<file path="src/rtl/cpu_pkg.sv">
// Shared CPU definitions: exception codes, memory/control op encodings and the
// field values that make up a pipeline bubble.
package cpu_pkg;

  // Exception codes carried down the pipeline alongside each packet.
  typedef enum logic [2:0] {
    NO_EXP     = 3'd0,
    EXT_INT    = 3'd1,
    UNDEF_INSN = 3'd2,
    OVERFLOW   = 3'd3,
    MISS_ALIGN = 3'd4,
    TRAP       = 3'd5,
    PRV_VIO    = 3'd6
  } exp_code_e;

  // Memory-access operation requested of the MEM stage.
  typedef enum logic [1:0] {
    MEM_OP_NONE  = 2'd0,
    MEM_OP_LOAD  = 2'd1,
    MEM_OP_STORE = 2'd2
  } mem_op_e;

  // Control-register operation.
  typedef enum logic [1:0] {
    CTRL_OP_NONE  = 2'd0,
    CTRL_OP_WRCR  = 2'd1,
    CTRL_OP_EXRT  = 2'd2
  } ctrl_op_e;

  // Bubble values for the single-bit and small fields; wide fields bubble to 0.
  localparam logic      BUBBLE_EN      = 1'b0;
  localparam logic      BUBBLE_BR_FLAG = 1'b0;
  localparam logic      BUBBLE_GPR_WE_ = 1'b1;  // GPR write enable is active-low
  localparam logic [4:0] BUBBLE_DST    = 5'd0;

endpackage

</file>
<file path="src/rtl/ex_reg.sv">
// Execute-stage pipeline register (EX/MEM boundary).
// Captures the ALU result/overflow flag with the decode control fields, turns a
// signed overflow on a valid packet into an OVERFLOW exception, and presents a
// registered packet to MEM. Handles stall, flush and interrupt insertion.
//
// Ports:
//   clk, reset           - clock; synchronous active-low reset
//   alu_out, alu_of      - ALU result and signed-overflow flag
//   id_*                 - decode-stage packet fields
//   stall, flush         - hold the register / insert a bubble
//   int_detect           - external interrupt accepted this cycle
//   ex_*, ex_out         - registered packet to the MEM stage
module ex_reg
  import cpu_pkg::*;
#(
  parameter int unsigned ADDR_W = 30,
  parameter int unsigned DATA_W = 32
) (
  input  logic              clk,
  input  logic              reset,
  input  logic [DATA_W-1:0] alu_out,
  input  logic              alu_of,
  input  logic [ADDR_W-1:0] id_pc,
  input  logic              id_en,
  input  logic              id_br_flag,
  input  logic [1:0]        id_mem_op,
  input  logic [DATA_W-1:0] id_mem_wr_data,
  input  logic [1:0]        id_ctrl_op,
  input  logic [4:0]        id_dst_addr,
  input  logic              id_gpr_we_,
  input  logic [2:0]        id_exp_code,
  input  logic              stall,
  input  logic              flush,
  input  logic              int_detect,
  output logic [ADDR_W-1:0] ex_pc,
  output logic              ex_en,
  output logic              ex_br_flag,
  output logic [1:0]        ex_mem_op,
  output logic [DATA_W-1:0] ex_mem_wr_data,
  output logic [1:0]        ex_ctrl_op,
  output logic [4:0]        ex_dst_addr,
  output logic              ex_gpr_we_,
  output logic [2:0]        ex_exp_code,
  output logic [DATA_W-1:0] ex_out
);

  logic [ADDR_W-1:0] pc_q, pc_d;
  logic              en_q, en_d;
  logic              br_flag_q, br_flag_d;
  logic [1:0]        mem_op_q, mem_op_d;
  logic [DATA_W-1:0] mem_wr_data_q, mem_wr_data_d;
  logic [1:0]        ctrl_op_q, ctrl_op_d;
  logic [4:0]        dst_addr_q, dst_addr_d;
  logic              gpr_we_q, gpr_we_d;
  logic [2:0]        exp_code_q, exp_code_d;
  logic [DATA_W-1:0] out_q, out_d;

  always_comb begin
    // Default: hold (covers stall).
    pc_d          = pc_q;
    en_d          = en_q;
    br_flag_d     = br_flag_q;
    mem_op_d      = mem_op_q;
    mem_wr_data_d = mem_wr_data_q;
    ctrl_op_d     = ctrl_op_q;
    dst_addr_d    = dst_addr_q;
    gpr_we_d      = gpr_we_q;
    exp_code_d    = exp_code_q;
    out_d         = out_q;

    if (!stall) begin
      // Start from a bubble; each case below loads only what it keeps.
      pc_d          = '0;
      en_d          = BUBBLE_EN;
      br_flag_d     = BUBBLE_BR_FLAG;
      mem_op_d      = MEM_OP_NONE;
      mem_wr_data_d = '0;
      ctrl_op_d     = CTRL_OP_NONE;
      dst_addr_d    = BUBBLE_DST;
      gpr_we_d      = BUBBLE_GPR_WE_;
      exp_code_d    = NO_EXP;
      out_d         = '0;

      if (flush) begin
        // Bubble; a coincident interrupt is dropped and re-raised by the controller.
      end else if (int_detect) begin
        pc_d       = id_pc;
        en_d       = id_en;
        exp_code_d = EXT_INT;
      end else if ((id_exp_code != NO_EXP) || (alu_of && id_en)) begin
        // Faulting packet: keep identity and result, suppress every side effect.
        pc_d       = id_pc;
        en_d       = id_en;
        dst_addr_d = id_dst_addr;
        out_d      = alu_out;
        // Upstream exception outranks an overflow raised here.
        exp_code_d = (id_exp_code != NO_EXP) ? id_exp_code : OVERFLOW;
      end else begin
        pc_d          = id_pc;
        en_d          = id_en;
        br_flag_d     = id_br_flag;
        mem_op_d      = id_mem_op;
        mem_wr_data_d = id_mem_wr_data;
        ctrl_op_d     = id_ctrl_op;
        dst_addr_d    = id_dst_addr;
        gpr_we_d      = id_gpr_we_;
        exp_code_d    = id_exp_code;
        out_d         = alu_out;
      end
    end
  end

  // Reset outranks stall, so a reset mid-stall still loads the bubble.
  always_ff @(posedge clk) begin
    if (!reset) begin
      pc_q          <= '0;
      en_q          <= BUBBLE_EN;
      br_flag_q     <= BUBBLE_BR_FLAG;
      mem_op_q      <= MEM_OP_NONE;
      mem_wr_data_q <= '0;
      ctrl_op_q     <= CTRL_OP_NONE;
      dst_addr_q    <= BUBBLE_DST;
      gpr_we_q      <= BUBBLE_GPR_WE_;
      exp_code_q    <= NO_EXP;
      out_q         <= '0;
    end else begin
      pc_q          <= pc_d;
      en_q          <= en_d;
      br_flag_q     <= br_flag_d;
      mem_op_q      <= mem_op_d;
      mem_wr_data_q <= mem_wr_data_d;
      ctrl_op_q     <= ctrl_op_d;
      dst_addr_q    <= dst_addr_d;
      gpr_we_q      <= gpr_we_d;
      exp_code_q    <= exp_code_d;
      out_q         <= out_d;
    end
  end

  assign ex_pc          = pc_q;
  assign ex_en          = en_q;
  assign ex_br_flag     = br_flag_q;
  assign ex_mem_op      = mem_op_q;
  assign ex_mem_wr_data = mem_wr_data_q;
  assign ex_ctrl_op     = ctrl_op_q;
  assign ex_dst_addr    = dst_addr_q;
  assign ex_gpr_we_     = gpr_we_q;
  assign ex_exp_code    = exp_code_q;
  assign ex_out         = out_q;

endmodule
</file>
<file path="config.mk">
export PLATFORM = sky130hd
export DESIGN_NAME = ex_reg
export DESIGN_NICKNAME = d
export VERILOG_FILES = /design/src/rtl/cpu_pkg.sv /design/src/rtl/ex_reg.sv
export SDC_FILE = /design/constraint.sdc
export NUM_CORES = 1
export LEC_CHECK = 0
export ABC_AREA = 1
export BUFFER_PORTS_ARGS = -buffer_cell sky130_fd_sc_hd__clkbuf_2
export CAP_MARGIN = 20
export CORE_ASPECT_RATIO = 0.75
export CORE_MARGIN = 4
export CORE_UTILIZATION = 35
export DETAILED_ROUTE_END_ITERATION = 6
export PLACE_DENSITY = 0.67
export SLEW_MARGIN = 10
export SYNTH_ARGS = -nofsm -noshare
export SYNTH_HDL_FRONTEND = slang
export SYNTH_SLANG_ARGS = --single-unit
</file>
<file path="constraint.sdc">
create_clock -name clk -period 1.2 [get_ports clk]
set_input_delay 0.06 -clock clk [delete_from_list [all_inputs] [get_ports clk]]
set_output_delay 0.06 -clock clk [all_outputs]
set_load 0.1 [all_outputs]
</file>
==> results.yml, run 1 <==
outcome:
  outcome: "complete, no violations"
sta:
  worst_hold_slack_ns: 0.01483
  min_period_over_period_pct: 89.57
  fin_skew_ns: 0
  grt_setup_unrepaired: "false"
  fmax_mhz: 930.4
  min_period_ns: 1.075
  slew_headroom_pct: 67.49
  slew_viol_final: 0
  setup_viol: 0
  fin_setup_tns_ns: 0
  tightest_slew_ns: 0.4876
  hold_viol_final: 0
critical_path:
  crit_end: "ex_out[17]"
  worstPathMaxFanout: 37
  max_stage_delay_ns: 0.55
  worstPathRequired_ns: 1.40
  endpoint_kind: "flop"
  cp-startpoint: "reset"
  regToRegStartpoint: "ex_out[17]"
  rr_worst_depth: 2
  critPathArrivalTime_ns: 1.28
  slowest_stage: "dlygate4sd3_1"
  rrSetupSlack_ns: 0.50
  start_kind: "input pin"
  critical_path.cell_chain: "dlygate4sd3_1 > clkbuf_2 > clkinv_2 > buf_4 > a21oi_1"
  rr_endpoint: "ex_out[17]"
  crit_type: "input pin to flop"
route:
  vias: 4339
  drc: 0
  wire_per_inst_um: 14.32
  drtIter0Drc: 176
  wl_um: 13440
  first_pass_iters: 4
  viasPerCell: 4.621
  postRouteAntennaNets: 0
floorplanning:
  ios: 224
  fp.dieH_um: 98.34
  num_rows: 32
  die_w_um: 128.5
  core-area_um2: 10450
  start_util_pct: 36.45
  die-area_um2: 12630
global_route:
  antenna_found_initial: 0
  first_global_vias: 4394
  grt_overflow: 0
  grt_max_degree: 110
  grt_pass1_wl_um: 21360
  grt_util_all_layers_pct: 20.86
synthesis:
  ys_seq_elements: 109
  synth_warnings: 0
  synth_most_common_cell: "nand2_1"
  synth_cells: 485
  postSynthAreaPerCell_um2: 7.853
  synth_edf_count: 0
  seq_area_frac_synth_pct: 57.29
  synthTopCellsByCount: "nand2_1, dfxtp_1, a21oi_1"
  synth.net_count: 600
  synth_area_leaders: "dfxtp_1, nand2_1, a21oi_1"
  synth_ff_type: "dfxtp_1"
  synth_top_area_share_pct: 57.29
  async_reset_ff_share_pct: 0
  ys_types: 20
  syn_area_um2: 3809
  yosysTopAreaCell: "dfxtp_1"
final_layout:
  antenna-diode-count: 0
  area_growth_pct: 80.03
  layout.nets: 915
  fillers: 837
  layout-drive-gt1-share_pct: 44.83
power:
  power_density_nw_per_um2: 1243
  power_mw: 8.526
  vdd_ir_drop_max_mv: 0.7383
  power.leakage_nw: 2.993
run:
  drv_cap: 0
clock_network:
  insertion_delay_ns: 0.33
  clock_path_buffers: 2
  cts_max_level: 3
  numCtsBuffers: 9
  cts_tree: "yes"
  clk_pin_slew_worst_paths_ns: 0.07
  cts-root-buf: "clkbuf_16"
  cts.sinks: 109
placed_design:
  io_buffers: 223
  dp_hpwl_um: 8284
  gp_congestion: 0.8256
min_path:
  hp-class: "input pin to flop"
per-stage QoR:
| step | util (%) | instances | cell area [um2] | setup slack (ns) |
|---|---|---|---|---|
| 5_1_grt | 65.61 | 939 | 6857 | 0.06297 |
| 3_5_place_dp | 52.14 | 818 | 5449 | 0.07418 |
| 3_3_place_gp | 52.14 | 818 | 5449 | 0.1358 |
| 6_report | 65.61 | 939 | 6857 | 0.1252 |
| 2_1_floorplan | - | 485 | 3945 | 0.2560 |
| 4_1_cts | 65.61 | 939 | 6857 | 0.1484 |
layout make-up:
type / count / area (um2) / area share (%)
Multi-Input combinational cell: 338 / 1446 / 21.09
Clock inverter: 4 / 97.59 / 1.423
Sequential cell: 109 / 2318 / 33.81
Tap cell: 136 / 170.2 / 2.482
Clock buffer: 10 / 239.0 / 3.485
Inverter: 5 / 20.02 / 0.2920
Timing Repair Buffer: 337 / 2565 / 37.41
critical path: cells and delay by family:
kind / cells / cell delay [ns]
compound gates: 1 / 0.11
buf+inv: 4 / 1.09
worst min-delay path by stage:
stage / start / to / slack, ns / depth (start not counted)
6_report: id_gpr_we_ / ex_gpr_we_ / 0.01 / 3
5_1_grt: id_gpr_we_ / ex_gpr_we_ / 0.09 / 3
2_1_floorplan: reset / ex_gpr_we_ / 0.14 / 1
4_1_cts: id_gpr_we_ / ex_gpr_we_ / 0.01 / 3
3_3_place_gp: reset / ex_gpr_we_ / 0.25 / 2
3_5_place_dp: reset / ex_gpr_we_ / 0.28 / 2
registers in the layout, indices dropped and copies added (netlist names):
register	cells
ex_out	32
ex_br_flag	1
ex_mem_wr_data	32
ex_en	1
ex_pc	30
ex_ctrl_op	2
ex_dst_addr	5
ex_exp_code	3
ex_mem_op	2
ex_gpr_we_	1
routing by layer:
metal / part of all wire, % / track usage (%) / wire, um
met5: 0 / 0 / 0
met4: 2.3 / 7.259 / 315
met3: 9.8 / 6.834 / 1320
met2: 50 / 37.33 / 6697
met1: 38 / 23.05 / 5108
placed cells by master (no fill, tap or decap), types with 2 or more instances in the layout:
cell type and n:
a21oi_1 108, dfxtp_2 109, clkbuf_16 9, nand3_1 2, buf_12 4, nor2_1 2
buf_4 113, nand2_1 218, bufinv_16 3, inv_1 3, clkbuf_2 113, dlygate4sd3_1 107
what timing repair did:
| item | in CTS | in global routing |
|---|---|---|
| buffers inserted | 0 | 0 |
| gates resized for setup | 0 | 0 |
| hold endpoints to repair | 107 | 0 |
| hold buffers | 107 | 0 |
kinds of logic (layout without fill, tap and decap cells):
group,Yosys count,in the layout,share of synthesized area [%]
flip-flops,109,109,57.29
AO/OA/AOI/OAI,109,109,14.32
buffers and inverters,38,356,4.731
AND/OR/NAND/NOR,229,229,23.65
report_power, final:
group          switching, mW  internal [mW]  leakage [nW]
Combinational          0.937          0.537          1.90
Sequential            0.0431           3.71         0.935
Clock                   1.23           2.07         0.161
Total                   2.21           6.32          2.99
Power figures use the tool's default switching activity.
==> inputs of run 2 (changes only) <==
==> constraint.sdc (replaced) <==
create_clock -name clk -period 1.2 [get_ports clk]
set_input_delay 0.18 -clock clk [delete_from_list [all_inputs] [get_ports clk]]
set_output_delay 0.18 -clock clk [all_outputs]
set_load 0.1 [all_outputs]
==> run 2 against run 1 <==
  * Clock-buffer cell count up 1
  * Sequential share of layout area down 1.4 points
  * Maximum frequency up 0.60%
  * Register-to-register slack better by 0.02 ns
  * Die area unchanged
  * Power down 3.6%
  * Combinational power down 5%
  * Critical path type is now flop to output pin
  * Largest cell class unchanged
==> results.yml, run 2 (synthesis results as in run 1) <==
outcome:
  outcome: "complete, no violations"
sta:
  grt_setup_unrepaired: "false"
  min_period_ns: 1.068
  slew_headroom_pct: 69.80
  fmax_mhz: 936.0
  setup_viol: 0
  hold_viol_final: 0
  slew_viol_final: 0
  fin_skew_ns: 0
  tightest_slew_ns: 0.4530
  min_period_over_period_pct: 89.03
clock_network:
  clock_path_buffers: 2
  numCtsBuffers: 9
  cts_hold_buf: 0
  postCtsSetupRepairBufs: 0
  cts_max_level: 3
  post_cts_resize_count: 0
  insertion_delay_ns: 0.33
  cts-root-buf: "clkbuf_16"
  clk_pin_slew_worst_paths_ns: 0.07
  cts_tree: "yes"
  cts.sinks: 109
final_layout:
  area_growth_pct: 87.98
  fin_cells: 835
  layout_commonest_cell: "nand2_1"
  design_area_um2: 7159
  mostFrequentLayoutCells: "nand2_1, buf_12, clkbuf_2, dfxtp_2, a21oi_1"
  layout.nets: 810
  antenna-diode-count: 0
  layout-drive-gt1-share_pct: 51.65
critical_path:
  worstPathRequired_ns: 1.02
  critPathTopFamily: "flip-flops"
  start_kind: "flop"
  crit_type: "flop to output pin"
  path_buf_inv: 1
  critPathArrivalTime_ns: 0.89
  worstPathMaxFanout: 2
  critical_path.cell_chain: "buf_12"
  max_stage_delay_ns: 0.38
  slowest_stage: "dfxtp_2"
  endpoint_kind: "output pin"
power:
  power.leakage_nw: 2.863
  vdd_ir_drop_max_mv: 1.151
  power_density_nw_per_um2: 1148
route:
  wl_um: 12090
  postRouteAntennaNets: 0
  first_pass_iters: 5
  drc: 0
  viasPerCell: 4.725
  wire_per_inst_um: 14.48
  vias: 3945
  drtIter0Drc: 194
run:
  drv_cap: 0
floorplanning:
  ios: 224
  start_util_pct: 36.45
  die_w_um: 128.5
  die-area_um2: 12630
  core-area_um2: 10450
  fp.dieH_um: 98.34
  num_rows: 32
placed_design:
  placed_cells: 820
  io_buffers: 223
  dpl_cell_area_um2: 6853
  dp_hpwl_um: 9223
  gp_congestion: 0.8397
min_path:
  hp-class: "input pin to flop"
global_route:
  grt_max_degree: 110
  grt_overflow: 0
  first_global_vias: 3997
  grt_util_all_layers_pct: 18.78
  antenna_found_initial: 0
  grt_pass1_wl_um: 19200
==> run 2: cell count changes in the layout (fill, tap and decap cells not counted), sizes merged <==
cell | before | now
buf | 117 | 119
clkinv | 1 | 3
bufinv | 3 | 2
clkbuf | 123 | 124
clkinvlp | 1 | 0
dlygate4sd3 | 107 | 0
==> run 2: through the flow <==
stage	total power [mW]	util (%)	hold slack [ns]	setup WS, ns	setup TNS, ns
global placement	5.253	65.58	0.3716	0.04264	0
floorplan	4.629	-	0.2561	0.2108	0
global route	8.523	68.51	0.04146	0.09941	0
CTS	8.342	68.51	0.03890	0.1072	0
detailed placement	5.275	65.58	0.3910	-0.01810	-0.1054
finish	8.219	68.51	0.05383	0.1316	0
==> run 2: cell type report <==
type,count,area (um2)
repair buffers,232,2898
well taps,136,170.2
flip-flops and latches,109,2318
clock buffers,11,232.7
clock inverters,4,73.82
fillers,812,3291
multi-input cells,338,1446
inverters,5,20.02
==> run 2: worst reg2reg max path: cells and delay by family (launching register included) <==
kind / cells / cell delay, ns
AOI/OAI and AO/OA: 1 / 0.17
and+or+nand+nor: 1 / 0.07
DFF: 1 / 0.36
==> run 2: worst paths after layout <==
path	start	to	slack, ns	cells past startpoint
worst min register to register	ex_pc[1]	ex_pc[1]	0.48	2
worst max-delay path	ex_br_flag	ex_br_flag	0.13	1
worst max register to register	ex_out[25]	ex_out[25]	0.52	2
worst min-delay path	reset	ex_gpr_we_	0.05	2
==> run 2: routing by layer <==
metal	vias to the layer above	GRT usage [%]	part of all wire (%)
met5	-	0	0
met4	0	4.894	1.5
met3	15	9.185	12
met2	157	33.61	51
met1	1811	19.55	36
li1	1962	-	-
==> run 2: report_power, final <==
group	leakage (nW)	switching [mW]	total (mW)	internal (mW)
logic	1.78	0.876	1.39	0.515
registers	0.935	0.0811	3.79	3.71
clock network	0.150	1.22	3.04	1.82
